$ cat src/rtl/datapath_responder_pkg.sv
// datapath_responder_pkg: constants shared by the datapath and the control block.
// Contents: control-word bit indices, the all-deasserted control word,
// instruction opcodes, the bus source enum and a multi-driver detector.
package datapath_responder_pkg;

  localparam int CTRL_W = 15;

  localparam int C_PC_INC          = 14;
  localparam int C_PC_EN           = 13;
  localparam int C_PC_LOAD         = 12;
  localparam int C_MAR_ADDR_LOAD_N = 11;
  localparam int C_MAR_MEM_LOAD_N  = 10;
  localparam int C_RAM_EN_N        = 9;
  localparam int C_RAM_LOAD_N      = 8;
  localparam int C_IR_LOAD_N       = 7;
  localparam int C_IR_EN_N         = 6;
  localparam int C_REGA_LOAD_N     = 5;
  localparam int C_REGA_EN         = 4;
  localparam int C_ADDER_SUB       = 3;
  localparam int C_ALU_EN          = 2;
  localparam int C_REGB_LOAD_N     = 1;
  localparam int C_OUT_LOAD_N      = 0;

  // Every enable deasserted and every active-low load held high.
  localparam logic [CTRL_W-1:0] CTRL_NOP = 15'h0FE3;

  localparam logic [3:0] OP_LDA = 4'h0;
  localparam logic [3:0] OP_ADD = 4'h1;
  localparam logic [3:0] OP_SUB = 4'h2;
  localparam logic [3:0] OP_OUT = 4'hE;
  localparam logic [3:0] OP_HLT = 4'hF;

  typedef enum logic [2:0] {
    SRC_NONE,
    SRC_PC,
    SRC_RAM,
    SRC_IR,
    SRC_A,
    SRC_ALU
  } bus_src_e;

  // True when two or more request bits are set (clearing the lowest set bit leaves something).
  function automatic logic multi_drive(input logic [4:0] d);
    return |(d & (d - 5'd1));
  endfunction

endpackage

$ cat src/rtl/datapath_ram.sv
// datapath_ram: 16x8 RAM with asynchronous read and an external programming port.
// Ports: clk; rst (blocks datapath writes only, contents are never cleared);
// prog_we/prog_addr/prog_data external write, wins over the datapath write;
// wr_en/addr/wdata datapath write at the MAR address; rdata = mem[addr].
module datapath_ram (
  input  logic       clk,
  input  logic       rst,
  input  logic       prog_we,
  input  logic [3:0] prog_addr,
  input  logic [7:0] prog_data,
  input  logic       wr_en,
  input  logic [3:0] addr,
  input  logic [7:0] wdata,
  output logic [7:0] rdata
);
  logic [7:0] mem [16];
  // Programming stays live during reset so memory can be loaded before a run.
  always_ff @(posedge clk) begin
    if (prog_we) mem[prog_addr] <= prog_data;
    else if (wr_en && !rst) mem[addr] <= wdata;
  end
  assign rdata = mem[addr];
endmodule

$ cat src/rtl/datapath_responder.sv
// datapath_responder: 8-bit bus datapath (PC, MAR, MDR, RAM, IR, A, B, ALU, OUT) driven by a control word.
// Ports: clk, rst (async, active-high); ctrl control word sampled on rising clk;
// prog_we/prog_addr/prog_data RAM programming; opcode = IR[7:4]; out_value = OUT;
// bus = current bus value; bus_conflict = more than one bus driver enabled.
// Optional: define DATAPATH_FLAGS_EN to add registered carry/zero flags (flag_c, flag_z).
module datapath_responder
  import datapath_responder_pkg::*;
(
  input  logic              clk,
  input  logic              rst,
  input  logic [CTRL_W-1:0] ctrl,
  input  logic              prog_we,
  input  logic [3:0]        prog_addr,
  input  logic [7:0]        prog_data,
  output logic [3:0]        opcode,
  output logic [7:0]        out_value,
  output logic [7:0]        bus,
  output logic              bus_conflict
`ifdef DATAPATH_FLAGS_EN
  ,
  output logic              flag_c,
  output logic              flag_z
`endif
);
  logic [3:0] pc_q, pc_d, mar_q, mar_d;
  logic [7:0] mdr_q, mdr_d, ir_q, ir_d, a_q, a_d, b_q, b_d, out_q, out_d;
  logic [7:0] ram_rd, alu;
  logic [4:0] drv;
  logic       sub, ram_wr;
  bus_src_e   src;

  assign sub    = ctrl[C_ADDER_SUB];
  assign ram_wr = !ctrl[C_RAM_LOAD_N];
  // Driver requests in priority order, highest at the MSB.
  assign drv = {ctrl[C_PC_EN], !ctrl[C_RAM_EN_N], !ctrl[C_IR_EN_N], ctrl[C_REGA_EN], ctrl[C_ALU_EN]};

`ifdef DATAPATH_FLAGS_EN
  logic alu_c, flag_c_q, flag_c_d, flag_z_q, flag_z_d;
  // Subtract as A + ~B + 1 so the ninth bit reads as "no borrow".
  assign {alu_c, alu} = {1'b0, a_q} + {1'b0, sub ? ~b_q : b_q} + {8'h00, sub};
`else
  assign alu = a_q + (sub ? ~b_q : b_q) + {7'h00, sub};
`endif

  datapath_ram u_ram (
    .clk       (clk),
    .rst       (rst),
    .prog_we   (prog_we),
    .prog_addr (prog_addr),
    .prog_data (prog_data),
    .wr_en     (ram_wr),
    .addr      (mar_q),
    .wdata     (mdr_q),
    .rdata     (ram_rd)
  );

  always_comb begin
    src = drv[4] ? SRC_PC : drv[3] ? SRC_RAM : drv[2] ? SRC_IR :
          drv[1] ? SRC_A : drv[0] ? SRC_ALU : SRC_NONE;
    bus = src == SRC_PC  ? {4'h0, pc_q} :
          src == SRC_RAM ? ram_rd :
          src == SRC_IR  ? {4'h0, ir_q[3:0]} :
          src == SRC_A   ? a_q :
          src == SRC_ALU ? alu : 8'h00;
    // Registers load from the bus built from their current values, so a register
    // that drives and loads in the same cycle keeps its old value visible until the edge.
    pc_d  = ctrl[C_PC_LOAD] ? bus[3:0] : ctrl[C_PC_INC] ? pc_q + 4'd1 : pc_q;
    mar_d = ctrl[C_MAR_ADDR_LOAD_N] ? mar_q : bus[3:0];
    mdr_d = ctrl[C_MAR_MEM_LOAD_N] ? mdr_q : bus;
    ir_d  = ctrl[C_IR_LOAD_N] ? ir_q : bus;
    a_d   = ctrl[C_REGA_LOAD_N] ? a_q : bus;
    b_d   = ctrl[C_REGB_LOAD_N] ? b_q : bus;
    out_d = ctrl[C_OUT_LOAD_N] ? out_q : bus;
  end

  assign bus_conflict = !rst && multi_drive(drv);
  assign opcode       = rst ? 4'h0 : ir_q[7:4];
  assign out_value    = rst ? 8'h00 : out_q;

  always_ff @(posedge clk or posedge rst) begin
    if (rst) begin
      pc_q  <= 4'h0;
      mar_q <= 4'h0;
      mdr_q <= 8'h00;
      ir_q  <= 8'h00;
      a_q   <= 8'h00;
      b_q   <= 8'h00;
      out_q <= 8'h00;
    end else begin
      pc_q  <= pc_d;
      mar_q <= mar_d;
      mdr_q <= mdr_d;
      ir_q  <= ir_d;
      a_q   <= a_d;
      b_q   <= b_d;
      out_q <= out_d;
    end
  end

`ifdef DATAPATH_FLAGS_EN
  // Flags follow only an ALU result that actually reaches A over the bus.
  always_comb begin
    flag_c_d = (src == SRC_ALU && !ctrl[C_REGA_LOAD_N]) ? alu_c : flag_c_q;
    flag_z_d = (src == SRC_ALU && !ctrl[C_REGA_LOAD_N]) ? (alu == 8'h00) : flag_z_q;
  end

  always_ff @(posedge clk or posedge rst) begin
    if (rst) begin
      flag_c_q <= 1'b0;
      flag_z_q <= 1'b0;
    end else begin
      flag_c_q <= flag_c_d;
      flag_z_q <= flag_z_d;
    end
  end

  assign flag_c = flag_c_q;
  assign flag_z = flag_z_q;
`endif
endmodule

$ cat config.mk
export PLATFORM = sky130hd
export DESIGN_NAME = datapath_responder
export DESIGN_NICKNAME = d
export VERILOG_FILES = /design/src/rtl/datapath_responder_pkg.sv /design/src/rtl/datapath_ram.sv /design/src/rtl/datapath_responder.sv
export SDC_FILE = /design/constraint.sdc
export NUM_CORES = 1
export LEC_CHECK = 0
export ABC_AREA = 1
export CORE_UTILIZATION = 45
export DETAILED_ROUTE_END_ITERATION = 6
export SLEW_MARGIN = 30
export SYNTH_ARGS = -nofsm -noshare
export SYNTH_HDL_FRONTEND = slang
export SYNTH_SLANG_ARGS = --single-unit
export TNS_END_PERCENT = 5
$ cat constraint.sdc
create_clock -name clk -period 7.5 [get_ports clk]
set_input_delay 1.5 -clock clk [delete_from_list [all_inputs] [get_ports clk]]
set_output_delay 1.5 -clock clk [all_outputs]
set_load 0.01 [all_outputs]
After elaboration in Yosys (flattened, before gate mapping)

Memory sizes are Yosys's and may differ from the RTL's.
Index checks and enable logic that the tools add are counted.

Logic and storage cells: 51
Input port bits: 30
Output and inout port bits: 21
Memories kept: 1
Register bits: 48
Memory bits (writable): 128

Reduce and logical (&&, ||, !) cells: 9
Muxes and demuxes: 23
Bitwise logic cells: 2
Eq/ne operators: 5
Add/subtract/negate cells: 4

Memories:

| name      | words | width | read ports | clocked after Yosys merged registers in | write ports | line               | RTL |
|---|---|---|---|---|---|---|---|
| u_ram.mem | 16    | 8     | 1          | 0                                       | 1           | datapath_ram.sv:16 | `logic [7:0] mem [16];` |

Operators by type and width:

| operator              | count |
|---|---|
| $mux W8               | 8 |
| $mux W4               | 4 |
| $mux W3               | 5 |
| $add A8 B1 Y8         | 1 |
| $add A8 B8 Y8         | 1 |
| $not A8 Y8            | 1 |
| $reduce_or A8 Y1      | 1 |
| $eq A3 B2 Y1 const B  | 2 |
| $eq A3 B3 Y1 const B  | 2 |
| $mux W1               | 6 |
| $and A5 B5 Y5         | 1 |
| $reduce_or A5 Y1      | 1 |
| $sub A5 B1 Y5 const B | 1 |
| $add A4 B1 Y4 const B | 1 |
| $logic_not A1 Y1      | 4 |
| $eq A3 B1 Y1 const B  | 1 |
| $logic_and A1 B1 Y1   | 2 |
| $reduce_bool A2 Y1    | 1 |

Depth between registers and ports, before layout

Depth in word-level cells: 12
Gate-level depth with buffers: 17
Depth with buffers taken out: 16

Modules after synthesis

A second synthesis with hierarchy kept.

Cell total of the unflattened synthesis: 951
Area total of the unflattened synthesis: 8662.1 µm²

Modules (own cells, without submodules):

| module             | area each (µm²) | seq. area each (µm²) | cells each | instances |
|---|---|---|---|---|
| datapath_ram       | 5849.4          | 3843.7               | 573        | 1 |
| datapath_responder | 2812.7          | 1201.2               | 378        | 1 |

Worst setup path after synthesis

OpenSTA, ideal clock, no wires.

Path kind: input to output
Start: in ctrl[3]
End: out bus[5]
Arrival time: 3.059 ns
Slack: 2.941 ns
Required time: 6.000 ns
Buffers on the path: 1
Stages on the path: 12
Cell sequence: buf_4 -> xor2_1 -> ha_1 -> nand2_1 -> or2_2 -> nand3_1 -> nand2_1 -> nand3_1 -> nand2_1 -> nand2_1 -> nand2_1 -> and2_1

Cells in the longest elaborated chain, start to end: 8

RTL lines:

| what              | line                     | RTL |
|---|---|---|
| from (decl)       | datapath_responder.sv:11 | `input logic [CTRL_W-1:0] ctrl,` |
| $mux W8           | datapath_responder.sv:42 | `assign alu = a_q + (sub ? ~b_q : b_q) + {7'h00, sub};` |
| $add A8 B8 Y8     | datapath_responder.sv:42 |  |
| $add A8 B1 Y8 (*) | datapath_responder.sv:42 |  |
| $mux W8 (*)       | datapath_responder.sv:64 | `src == SRC_ALU ? alu : 8'h00;` |
| $mux W8 (*)       | datapath_responder.sv:63 | `src == SRC_A ? a_q :` |
| $mux W8 (*)       | datapath_responder.sv:62 | `src == SRC_IR ? {4'h0, ir_q[3:0]} :` |
| $mux W8 (*)       | datapath_responder.sv:61 | `src == SRC_RAM ? ram_rd :` |
| $mux W8 (*)       | datapath_responder.sv:60 | `bus = src == SRC_PC ? {4'h0, pc_q} :` |
| to (decl)         | datapath_responder.sv:17 | `output logic [7:0] bus,` |

Every way passes the cells marked *; elsewhere a longest branch is shown, timed or not.

Final worst setup path

Same ends and word-level chain as after synthesis.

==> run_results.csv <==
group,metric,value,unit
worst_setup_path,required,6.00,ns
min_path,whs_path_depth,2,
worst_setup_path,end_kind,"output port",
clocking,htree_levels,4,
run,cap_violations,0,
synth,synth_cells,826,
detailed_routing,viasPerCell,5.337,
die,die_w,136.3,um
synth,synth-edff-count,128,
sta,rsz0062_at_grt,"no",
clocking,cts_hold_buf,0,
status,outcome,"complete, no violations",
sta,holdWs,0.4787,ns
detailed_routing,vias,5881,
synth,ys_warn_count,0,
clocking,clockRootBuffer,"clkbuf_16",
worst_setup_path,arrival,4.33,ns
power_and_ir_drop,p_leak,3.826,nW
sta,finalSetupTns,0,ns
clocking,cts_setup_buffers,0,
die,core-area,17480,um2
sta,slew_headroom,0.3470,
synth,async_flop_share,0.2727,
detailed_routing,drc_errors,0,
sta,slew_violations,0,
clocking,clk_latency,0.44,ns
worst_setup_path,regToRegStartpoint,"mar_q[1]$_DFFE_PP0N_",
global_route,grt_max_degree,70,
placed_design,post-dp-hpwl,13010,um
layout,final_nets,902,
worst_setup_path,r2r_cells,5,
die,fp.dieH,136.3,um
sta,hold_viol,0,
sta,setup_viol,0,
worst_setup_path,crit_fanout,9,
synth,ys_types,43,
layout,diodes,0,
min_path,worstHoldStart,"mdr_q[2]$_DFFE_PP0N_",
sta,max_freq,0.1714,GHz
min_path,hold_class,"reg -> reg",
power_and_ir_drop,ir_drop,0.0001603,V
worst_setup_path,crit_type,"in -> out",
clocking,cts.sinks,176,
layout,layout.area.seq,5046,um2
detailed_routing,first_iter_violations,520,
sta,period_minus_slack,5.833,ns
detailed_routing,drt_first_pass_iters,5,
clocking,clock_path_buffers,2,
layout,areaGrowthSynthToFinish,14.59,%
global_route,grt_pass1_wl,30630,um
sta,worst_pin_slew,0.9759,ns
global_route,grt_pass1_vias,5667,
synth,synthesis.nets,864,
die,ioPinCount,51,
sta,fin_skew,0.01634,ns
synth,syn_avg_cell_area,9.829,um2
layout,num-fill-cells,1525,
worst_setup_path,startpoint_type,"input port",
placed_design,portBuffers,50,
clocking,cts_tree,"done",
min_path,min_to,"mdr_q[2]$_DFFE_PP0N_",
worst_setup_path,rrSetupSlack,4.55,ns
worst_setup_path,r2r-end,"u_ram.mem[7][1]$_DFFE_PP_",
power_and_ir_drop,power.density,298.1,nW/um2
synth,ys_ff_latch,176,
die,rows,48,
global_route,antenna_found_initial,0,
clocking,path_clk_slew,0.07,ns
die,die-area,18580,um2
die,initial_core_util,0.4646,
detailed_routing,wire_per_inst,17.69,um
global_route,overflow,0,
clocking,tritoncts.num_buffers,17,
detailed_routing,drt-total-wl,19500,um
layout,drive_gt1_frac,0.07184,
detailed_routing,postRouteAntennaNets,0,
sta,fin_crit_sh,0.7777,
layout,multi_input_area,2651,um2
clocking,cts_resized,0,
synth,yosysSeqAreaShare,0.6214,
global_route,grt_usage,0.2241,
synth,syn-cell-area,8119,um2
placed_design,gp_congestion,0.9496,
synth,synth_flop_cell,"edfxtp_1",
## cell type report
type | instances | share of cell area
well taps | 225 | 0.03026
clock buffers | 18 | 0.04613
repair buffers | 53 | 0.05621
multi-input cells | 557 | 0.2850
inverters | 59 | 0.02448
clock inverters | 14 | 0.01560
flip-flops and latches | 176 | 0.5424
## sequential cells by signal (all words and copies together) (netlist names)
name and count:
a_q 8, b_q 8, ir_q 8, mar_q 4, mdr_q 8, out_q 8, pc_q 4, u_ram.mem 128
## per-layer routing
metal | part of all wire | GRT usage
met1 | 0.48 | 0.3231
met2 | 0.47 | 0.3421
met3 | 0.043 | 0.04735
met4 | 0.0096 | 0.06049
met5 | 0 | 0
## through the flow
| stage | setup slack [ns] | power, mW | cell area [um2] | cells | utilization |
|---|---|---|---|---|---|
| after global routing | 1.517 | 2.920 | 9304 | 1102 | 0.5324 |
| after CTS | 1.688 | 2.791 | 9304 | 1102 | 0.5324 |
| final | 1.667 | 2.773 | 9304 | 1102 | 0.5324 |
| after detailed placement | 1.683 | 1.939 | 8730 | 1070 | 0.4995 |
| after global placement | 1.761 | 1.919 | 8727 | 1070 | 0.4994 |
| after floorplan | 2.941 | 1.712 | 8119 | 826 | - |
## cells in the mapped netlist, drive strengths merged, types with 2 or more instances
cell type,instances,share of area
a21boi,2,0.0018
a31oi,3,0.0023
nand4,3,0.0023
or2,5,0.0039
clkbuf,8,0.0037
xor2,7,0.0076
mux2,8,0.011
nand3,96,0.062
nor3,4,0.0031
clkinv,6,0.0029
ha,7,0.011
a21oi,13,0.0094
nand2,249,0.12
buf,26,0.021
o21ai,48,0.030
inv,53,0.025
dfrtp,48,0.15
nor2,86,0.041
a21o,2,0.0018
o211ai,17,0.016
edfxtp,128,0.47
## worst max-delay path, cell delays in order
cell and delay (ns):
clkdlybuf4s50_1 0.66, xor2_1 0.25, ha_1 0.39, nand2_1 0.10
or2_2 0.32, nand4_1 0.08, nand3_1 0.08, nand2_1 0.07
nand2_1 0.05, nand2_1 0.14, and2_1 0.15, clkdlybuf4s50_1 0.53
## placed cells by master (no fill, tap or decap), drive strengths merged, types with 2 or more instances in the layout
master and count:
a21boi 2, buf 3, or2 5, edfxtp 128
ha 7, nand4 3, clkbuf 18, a21oi 13
xor2 7, inv 61, a21o 2, dfrtp 48
nand3 96, nor2 86, a31oi 3, nor3 4
nand2 249, o211ai 17, mux2 8, o21ai 48
clkinv 12, clkdlybuf4s50 50
## where the power goes
part	switching, mW	total, mW	internal (mW)
logic	0.468	0.711	0.243
clock network	0.416	0.859	0.443
registers	0.0654	1.20	1.14
## worst max path at each step
stage / from / end / slack, ns / cells after the start
floorplan: ctrl[3] / bus[5] / 2.94 / 12
global placement: ctrl[3] / bus[5] / 1.76 / 12
detailed placement: ctrl[3] / bus[5] / 1.68 / 12
CTS: ctrl[3] / bus[5] / 1.69 / 12
global route: ctrl[3] / bus[5] / 1.52 / 13
finish: ctrl[3] / bus[5] / 1.67 / 12
## kinds of logic (layout without fill, tap and decap cells)
logic type,count (synthesis),count (layout),synth area share
buffers and inverters,93,144,0.05209
adders and majority gates,8,8,0.01325
muxes,8,8,0.01110
and+or+nand+nor,445,445,0.2302
AOI/OAI and AO/OA,88,88,0.06334
xor gates and xnor gates,8,8,0.008630
DFF,176,176,0.6214
No activity file was read; power rests on OpenSTA's default activity.
